$ cat src/rtl/uart_rx_ctrl_if.sv
// uart_rx_ctrl_if: serial line input and CPU-side data/status signals of the UART receiver.
interface uart_rx_ctrl_if;
    logic       UART_RX;
    logic       rd_ack;
    logic [7:0] rx_data;
    logic       rx_valid;
    logic       rx_status;
    logic       frame_err;
    logic       overrun;
    modport master (
        output UART_RX, rd_ack,
        input  rx_data, rx_valid, rx_status, frame_err, overrun
    );
    modport slave (
        input  UART_RX, rd_ack,
        output rx_data, rx_valid, rx_status, frame_err, overrun
    );
endinterface

$ cat src/rtl/uart_rx_ctrl.sv
// uart_rx_ctrl: 8N1 UART receiver, 16x oversampled, LSB first, with sticky status/overrun flags.
module uart_rx_ctrl #(
    parameter int CLK_FREQ = 100_000_000,
    parameter int BAUD     = 9600
) (
    input logic           sys_clk,
    input logic           reset,
    uart_rx_ctrl_if.slave bus
);
    localparam int DIV = CLK_FREQ / (BAUD * 16);
    localparam int TW  = (DIV > 1) ? $clog2(DIV) : 1;
    typedef enum logic [2:0] {IDLE, START, DATA, STOP, BREAK} state_t;
    state_t        state_q, state_d;
    logic [1:0]    sync_q;
    logic [TW-1:0] tick_q, tick_d;
    logic [3:0]    samp_q, samp_d;
    logic [2:0]    bit_q, bit_d;
    logic [7:0]    sh_q, sh_d, data_q, data_d;
    logic          status_q, status_d, ovr_q, ovr_d;
    logic          rx_s, tick, done, ferr;
    assign rx_s = sync_q[1];
    assign tick = tick_q == TW'(DIV - 1);
    always_comb begin
        state_d = state_q;
        tick_d  = tick ? '0 : tick_q + TW'(1);
        samp_d  = tick ? samp_q + 4'd1 : samp_q;
        bit_d   = bit_q;
        sh_d    = sh_q;
        done    = 1'b0;
        ferr    = 1'b0;
        case (state_q)
            IDLE: if (!rx_s) begin
                state_d = START;
                tick_d  = '0;
                samp_d  = '0;
            end
            START: if (tick && samp_q == 4'd7) begin
                state_d = rx_s ? IDLE : DATA;
                samp_d  = '0;
                bit_d   = '0;
            end
            DATA: if (tick && samp_q == 4'd15) begin
                sh_d[bit_q] = rx_s;
                bit_d       = bit_q + 3'd1;
                state_d     = (bit_q == 3'd7) ? STOP : DATA;
            end
            STOP: if (tick && samp_q == 4'd15) begin
                done    = rx_s;
                ferr    = !rx_s;
                state_d = rx_s ? IDLE : BREAK;
            end
            BREAK: state_d = rx_s ? IDLE : BREAK;
            default: state_d = IDLE;
        endcase
    end
    // A completing byte beats a simultaneous rd_ack; overrun only sets when the old byte was unread.
    assign data_d   = done ? sh_q : data_q;
    assign status_d = done ? 1'b1 : (bus.rd_ack ? 1'b0 : status_q);
    assign ovr_d    = done ? (ovr_q | (status_q & ~bus.rd_ack)) : (bus.rd_ack ? 1'b0 : ovr_q);
    always_ff @(posedge sys_clk or posedge reset) begin
        if (reset) begin
            state_q  <= IDLE;
            sync_q   <= 2'b11;
            tick_q   <= '0;
            samp_q   <= '0;
            bit_q    <= '0;
            sh_q     <= '0;
            data_q   <= '0;
            status_q <= 1'b0;
            ovr_q    <= 1'b0;
        end else begin
            state_q  <= state_d;
            sync_q   <= {sync_q[0], bus.UART_RX};
            tick_q   <= tick_d;
            samp_q   <= samp_d;
            bit_q    <= bit_d;
            sh_q     <= sh_d;
            data_q   <= data_d;
            status_q <= status_d;
            ovr_q    <= ovr_d;
        end
    end
    assign bus.rx_data   = data_q;
    assign bus.rx_valid  = done;
    assign bus.rx_status = status_q;
    assign bus.frame_err = ferr;
    assign bus.overrun   = ovr_q;
endmodule
$ cat src/flat_wrapper.sv
// flat-port wrapper written by rule: the top's interface ports become plain ports
module uart_rx_ctrl_flat 
#(
    parameter int CLK_FREQ = 100_000_000,
    parameter int BAUD     = 9600
)
  (sys_clk, reset, bus_UART_RX, bus_rd_ack, bus_rx_data, bus_rx_valid, bus_rx_status, bus_frame_err, bus_overrun);
  uart_rx_ctrl_if bus_i ();
  input logic sys_clk;
  input logic reset;
  input wire logic [$bits(bus_i.UART_RX)-1:0] bus_UART_RX;
  input wire logic [$bits(bus_i.rd_ack)-1:0] bus_rd_ack;
  output wire logic [$bits(bus_i.rx_data)-1:0] bus_rx_data;
  output wire logic [$bits(bus_i.rx_valid)-1:0] bus_rx_valid;
  output wire logic [$bits(bus_i.rx_status)-1:0] bus_rx_status;
  output wire logic [$bits(bus_i.frame_err)-1:0] bus_frame_err;
  output wire logic [$bits(bus_i.overrun)-1:0] bus_overrun;
  assign bus_i.UART_RX = bus_UART_RX;
  assign bus_i.rd_ack = bus_rd_ack;
  assign bus_rx_data = bus_i.rx_data;
  assign bus_rx_valid = bus_i.rx_valid;
  assign bus_rx_status = bus_i.rx_status;
  assign bus_frame_err = bus_i.frame_err;
  assign bus_overrun = bus_i.overrun;
  uart_rx_ctrl #(.CLK_FREQ(CLK_FREQ), .BAUD(BAUD)) u_core (.sys_clk(sys_clk), .reset(reset), .bus(bus_i));
endmodule
$ cat config.mk
export PLATFORM = sky130hd
export DESIGN_NAME = uart_rx_ctrl_flat
export DESIGN_NICKNAME = d
export VERILOG_FILES = /design/src/rtl/uart_rx_ctrl_if.sv /design/src/rtl/uart_rx_ctrl.sv /design/src/flat_wrapper.sv
export SDC_FILE = /design/constraint.sdc
export NUM_CORES = 1
export LEC_CHECK = 0
export ABC_AREA = 1
export CAP_MARGIN = 20
export CORE_ASPECT_RATIO = 0.5
export CORE_MARGIN = 10
export CORE_UTILIZATION = 60
export DETAILED_ROUTE_END_ITERATION = 7
export PLACE_DENSITY = 0.82
export REMOVE_ABC_BUFFERS = 1
export SLEW_MARGIN = 10
export SYNTH_ARGS = -nofsm -noshare
export SYNTH_HDL_FRONTEND = slang
export SYNTH_SLANG_ARGS = --single-unit
$ cat constraint.sdc
create_clock -name sys_clk -period 3.16 [get_ports sys_clk]
set_input_delay 0.948 -clock sys_clk [delete_from_list [all_inputs] [get_ports sys_clk]]
set_output_delay 0.948 -clock sys_clk [all_outputs]
set_load 0.02 [all_outputs]
==> impl_metrics.json, run 1 <==
{
  "layout.nets": 283,
  "stdcell_area_sq_um": 2300,
  "arrival_ps": 2040,
  "cp-startpoint": "u_core.tick_q[0]",
  "drtIter0Drc": 117,
  "leakage_nw": 1.13,
  "syn_area_per_cell_sq_um": 8.02,
  "wl_per_cell_microns": 12.6,
  "cp_max_fo": 7,
  "dpl_cell_area_sq_um": 2220,
  "place_ws_ps": 199,
  "status": "finished clean",
  "syn_inst": 253,
  "reg2reg_depth": 10,
  "antenna_cells": 0,
  "die_x_microns": 102,
  "grt_max_degree": 41,
  "final_antenna_net_count": 0,
  "tns_ps": 0,
  "setup_ws_ps": 175,
  "ys_seq_area_share_pct": 49.5,
  "die_y_microns": 61.1,
  "cts_buffers": 5,
  "ios": 16,
  "endpoint_kind": "output pin",
  "clkSinkCount": 40,
  "cts_tree": "built",
  "dr.pass1.iters": 4,
  "timing.final.crit_share_pct": 94.4,
  "worstMarginPinSlew_ps": 492,
  "ys_seq_elements": 40,
  "area_growth_pct": 13.5,
  "cts_hold_buf": 0,
  "crit_required_ps": 2210,
  "fmax_mhz": 335,
  "cts-root-buf": "clkbuf_8",
  "slew_viol_final": 0,
  "yosys_warnings": 0,
  "hold_viol_final": 0,
  "drc": 0,
  "antenna_found_initial": 0,
  "grt_overflow_total": 0,
  "wl_microns": 3960,
  "endpoint": "bus_rx_valid",
  "r2r_setup_slack_ps": 1450,
  "grt_pass1_wl_microns": 6610,
  "die-area_sq_um": 6250,
  "core-area_sq_um": 3120,
  "clock-skew-final_ps": 13.9,
  "post-route-min-period_ps": 2980,
  "finalSetupViolCount": 0,
  "p_per_area_nw_per_um2": 370,
  "grtUsageTotal_pct": 13.4,
  "num_vias": 1655,
  "synth_area_sq_um": 2030,
  "h-tree-depth": 2,
  "drive_gt1_share_pct": 9.12,
  "rsz0062_at_grt": "no",
  "rr_startpoint": "u_core.tick_q[0]",
  "total_power_mw": 0.853,
  "drv_cap": 0,
  "port_buffers": 15,
  "worst_r2r_endpoint": "u_core.bus.rx_data[4]",
  "gp_congestion": 0.917,
  "clk_latency_ps": 300,
  "hp-class": "reg2reg",
  "critPathKind": "reg2out",
  "yosysUniqueCellTypes": 29,
  "place_hpwl_microns": 2900,
  "num_rows": 14,
  "slew_headroom_pct": 67.2,
  "clk_pin_slew_worst_paths_ps": 70,
  "cp-start-kind": "register",
  "clockBufferDepth": 2,
  "vdd.ir_drop.worst_uv": 257,
  "grt_pass1_vias": 1527,
  "initial_utilization_pct": 65.0,
  "viasPerCell": 5.27
}
## critical path, stage by stage (launching register included)
cell and delay [ps]:
dfrtp_1 410, inv_1 70, ha_1 190, nand2_1 100, nor2_4 160, nand3_4 130, nor2_4 140, nand3_2 100
inv_2 120, dlygate4sd2_1 350
## flip-flops by register name (all words and copies together) (netlist names)
signal,flops
u_core.state_q,3
u_core.sync_q,2
u_core.sh_q,8
u_core.bus.rx_status,1
u_core.bus.rx_data,8
u_core.samp_q,4
u_core.bit_q,3
u_core.tick_q,10
u_core.bus.overrun,1
## through the flow
step | hold slack, ps | std cells | utilization [%]
global placement | 354 | 307 | 71.3
global route | 370 | 314 | 73.8
floorplan | 345 | 250 | -
CTS | 366 | 314 | 73.8
detailed placement | 356 | 307 | 71.3
finish | 365 | 314 | 73.8
## metal layers
layer	vias up	GRT usage (%)	wire length [microns]
met5	-	0	0
met4	0	5.58	74
met3	9	4.02	209
met2	31	22.6	1850
met1	765	16.1	1830
li1	850	-	-
## placed cells by master (no fill, tap or decap)
master           count
clkbuf_8             5
nor2_4               3
nand2_1             75
xor2_1               2
ha_1                 5
dlygate4sd2_1        2
nand3_2              1
nor3_1               5
inv_1               29
clkinv_2             1
nor2b_1              1
clkinvlp_4           1
nand3_1             18
buf_4                2
nand4_1              7
inv_2                3
a21oi_1              4
nor2_1              30
nand3_4              1
nand3b_1             1
and3_1               1
o21ai_2              3
a21oi_4              1
nor2_2               1
o21ai_1              1
o21ai_0             14
a31oi_1              2
clkdlybuf4s50_1     13
nand2_2              1
dfrtp_1             38
o21a_1               1
dfstp_2              2
## cell type report
type	count	area, sq um
sequential	40	1000
multi-input combinational	178	885
fill	233	816
timing repair buffer	17	163
inverter	32	120
clock buffer	5	68.8
tap	40	50.0
clock inverter	2	12.5
## worst min-delay path by stage
stage               depth (start not counted)             start          endpoint  slack [ps]
finish                                      0  u_core.sync_q[0]  u_core.sync_q[1]         360
global route                                0  u_core.sync_q[0]  u_core.sync_q[1]         370
CTS                                         0  u_core.sync_q[0]  u_core.sync_q[1]         370
detailed placement                          0  u_core.sync_q[0]  u_core.sync_q[1]         360
global placement                            0  u_core.sync_q[0]  u_core.sync_q[1]         350
floorplan                                   0  u_core.sync_q[0]  u_core.sync_q[1]         350
## power breakdown
part / internal, mW / switching (mW)
combinational: 0.00456 / 0.0114
sequential: 0.514 / 0.00243
clock: 0.149 / 0.171
total: 0.668 / 0.185
## logic make-up after synthesis
group | after synthesis | synth area share [%]
buffers and inverters | 35 | 6.91
AO/OA/AOI/OAI | 26 | 7.77
AND/OR/NAND/NOR | 145 | 31.9
flip-flops | 40 | 49.5
adder cells (fa/ha/maj) | 5 | 3.08
XOR/XNOR | 2 | 0.864
## synthesized netlist by cell type
cell	n	area, sq um
clkbuf_1	1	3.75
nand2_2	1	6.26
nor2_2	1	6.26
inv_2	3	11.3
nor2b_1	1	6.26
a21oi_1	4	20.0
o21ai_2	3	26.3
and3_1	1	6.26
inv_1	29	109
a21oi_4	1	16.3
nand3_1	18	90.1
xor2_1	2	17.5
dfrtp_1	38	951
o21ai_0	14	70.1
nand2_1	75	282
buf_6	1	11.3
nor3_1	5	25.0
nand4_1	7	43.8
o21a_1	1	7.51
nand3_2	1	10.0
nor2_1	30	113
ha_1	5	62.6
buf_2	1	5.00
o21ai_1	1	5.00
dfstp_2	2	52.6
nand3_4	1	17.5
nor2_4	3	33.8
a31oi_1	2	12.5
nand3b_1	1	7.51
## timing repair
action | CTS | global route
gates resized for setup | 2 | 0
setup buffers | 0 | 0
endpoints found under the setup margin | 2 | 0
hold endpoints to repair | 0 | 0
Note: power is estimated with default switching activity, not from simulation.
==> inputs of run 2 (changes only) <==
--- a/config.mk
+++ b/config.mk
@@ -11,6 +11,7 @@
 export CORE_MARGIN = 10
 export CORE_UTILIZATION = 60
 export DETAILED_ROUTE_END_ITERATION = 7
+export GPL_TIMING_DRIVEN = 0
 export PLACE_DENSITY = 0.82
 export REMOVE_ABC_BUFFERS = 1
 export SLEW_MARGIN = 10
==> run 2 against run 1 <==
- combinational power fell by 6%
- global-route usage fell by 0.22 points
- via count grew 1.5%
- clock power increased by 51%
- sequential cell count did not move
- count of clock-buffer cells in the layout unchanged
- register-to-register slack got worse by 90 ps
- design area rose by 3.3%
- worst setup slack lost 51 ps
- die area unchanged
- hold slack worse by 7.2 ps
- final cell count up 0.64%
- critical endpoint unchanged
==> impl_metrics.json, run 2 (synthesized netlist as in run 1, its figures left out) <==
{
  "wl_microns": 3880,
  "stdcell_area_sq_um": 2380,
  "critPathKind": "reg2out",
  "top_register": "u_core.tick_q",
  "fmax_mhz": 329,
  "slowest_delay_ps": 410,
  "status": "finished clean",
  "cts_tree": "built",
  "area_growth_pct": 17.2,
  "drv_cap": 0,
  "critPathSlowestCell": "dfrtp_1",
  "hold_viol_final": 0,
  "port_buffers": 15,
  "finalSetupViolCount": 0,
  "rr_startpoint": "u_core.tick_q[0]",
  "place_hpwl_microns": 2790,
  "ios": 16,
  "clkSinkCount": 40,
  "final_cell_mix": "nand2_1 (75), dfrtp_1 (38), nor2_1 (30)",
  "cts_hold_buf": 0,
  "layout.nets": 285,
  "die-area_sq_um": 6250,
  "leakage_nw": 1.15,
  "drive_gt1_share_pct": 10.5,
  "dpl_cell_area_sq_um": 2210,
  "h-tree-depth": 2,
  "drtIter0Drc": 127,
  "dr.pass1.iters": 4,
  "slew_headroom_pct": 46.7,
  "n_fill_cell": 224,
  "fin_util_pct": 76.2,
  "final_common_cell": "nand2_1",
  "initial_utilization_pct": 65.0,
  "worstMarginPinSlew_ps": 799,
  "endpoint_kind": "output pin",
  "crit_required_ps": 2210,
  "cp-start-kind": "register",
  "gp_congestion": 0.859,
  "grt_pass1_vias": 1567,
  "post-place-cells": 305,
  "num_vias": 1679,
  "power_frac_seq_pct": 50.9,
  "cp-startpoint": "u_core.tick_q[0]",
  "slew_viol_final": 0,
  "grt_pass1_wl_microns": 6560,
  "die_x_microns": 102,
  "timing.final.crit_share_pct": 96.1,
  "antenna_cells": 0,
  "clk_latency_ps": 290,
  "clk_pin_slew_worst_paths_ps": 70,
  "instances_no_fill": 316,
  "total_power_mw": 1.01,
  "post-route-min-period_ps": 3040,
  "die_y_microns": 61.1,
  "final_antenna_net_count": 0,
  "share_comb_of_total_power_pct": 1.5,
  "worstHoldStart": "u_core.sync_q[0]",
  "cp_max_fo": 10,
  "p_per_area_nw_per_um2": 427,
  "core-area_sq_um": 3120,
  "switchingPower_mw": 0.186,
  "viasPerCell": 5.31,
  "vdd.ir_drop.worst_uv": 298,
  "wl_per_cell_microns": 12.3,
  "drc": 0,
  "internal-power_mw": 0.828,
  "clockBufferDepth": 2,
  "p_clk_share_pct": 47.6,
  "grtUsageTotal_pct": 13.2,
  "cts-root-buf": "clkbuf_8",
  "grt_overflow_total": 0,
  "path_cells": "inv_1, ha_1, nand2_1, nor2_4, nand3_4, nor2_4, nand3_4, inv_4, clkdlybuf4s15_2",
  "num_rows": 14,
  "largest_reg_flops": 10,
  "hp-class": "reg2reg",
  "grt_max_degree": 41,
  "switching_share_pct": 18.3,
  "cts_buffers": 5,
  "antenna_found_initial": 0,
  "arrival_ps": 2090,
  "clock-skew-final_ps": 10.8
}
## run 2: path summary, 6_finish.rpt
| kind | endpoint | slack (ps) | depth (start not counted) |
|---|---|---|---|
| worst max-delay path | bus_rx_valid | 120 | 9 |
| worst min-delay path | u_core.sync_q[1] | 360 | 0 |
| worst max register to register | u_core.bus.rx_data[5] | 1360 | 10 |
| worst min register to register | u_core.sync_q[1] | 360 | 0 |
| max in group asynchronous | u_core.samp_q[2] | 1520 | 2 |
| min in group asynchronous | u_core.tick_q[2] | 1120 | 2 |
## run 2: power groups by stage
stage	clock network, mW	logic, mW	registers, mW
global placement	0	0.0151	0.526
finish	0.483	0.0150	0.517
floorplan	0	0.00894	0.525
detailed placement	0	0.0159	0.526
CTS	0.489	0.0159	0.516
global route	0.508	0.0174	0.517
## run 2: timing repair
| action | 4_1_cts | 5_1_grt |
|---|---|---|
| resized for setup | 5 | 1 |
| setup buffers | 0 | 4 |
| setup endpoints to repair | 2 | 1 |
## run 2: worst max-delay path, delay by kind of cell, from the launching register on
family / cells / cell delay [ps]
buffers and inverters: 3 / 470
adder cells (fa/ha/maj): 1 / 200
flip-flops: 1 / 410
AND/OR/NAND/NOR: 5 / 720
## run 2: per-stage QoR
| step | TNS [ps] | setup slack, ps | hold slack [ps] |
|---|---|---|---|
| after floorplan | 0 | 708 | 345 |
| after global placement | -47.0 | -47.0 | 346 |
| after detailed placement | -97.2 | -97.2 | 348 |
| after CTS | 0 | 13.8 | 358 |
| after global routing | -10.1 | -10.1 | 360 |
| final | 0 | 124 | 357 |
## run 2: routing by layer
metal	track usage, %	wire, microns	part of all wire [%]	vias to the layer above
met5	0	0	0	-
met4	4.78	40	1.0	0
met3	4.25	197	5.1	7
met2	23.3	1810	47	30
met1	15.1	1830	47	789
li1	-	-	-	853
## run 2: layout make-up
class	instances	area (sq um)	share of cell area (%)
Clock buffer	5	68.8	2.89
Inverter	32	123	5.16
Multi-Input combinational cell	178	892	37.5
Tap cell	40	50.0	2.11
Timing Repair Buffer	19	180	7.58
Sequential cell	40	1000	42.2
Clock inverter	2	60.1	2.53
==> inputs of run 3 (changes only) <==
--- a/config.mk
+++ b/config.mk
@@ -14,7 +14,7 @@
 export GPL_TIMING_DRIVEN = 0
 export PLACE_DENSITY = 0.82
 export REMOVE_ABC_BUFFERS = 1
-export SLEW_MARGIN = 10
+export SLEW_MARGIN = 5
 export SYNTH_ARGS = -nofsm -noshare
 export SYNTH_HDL_FRONTEND = slang
 export SYNTH_SLANG_ARGS = --single-unit
==> results of run 3 <==
Final layout, timing and power as in run 2 (identical DEF).
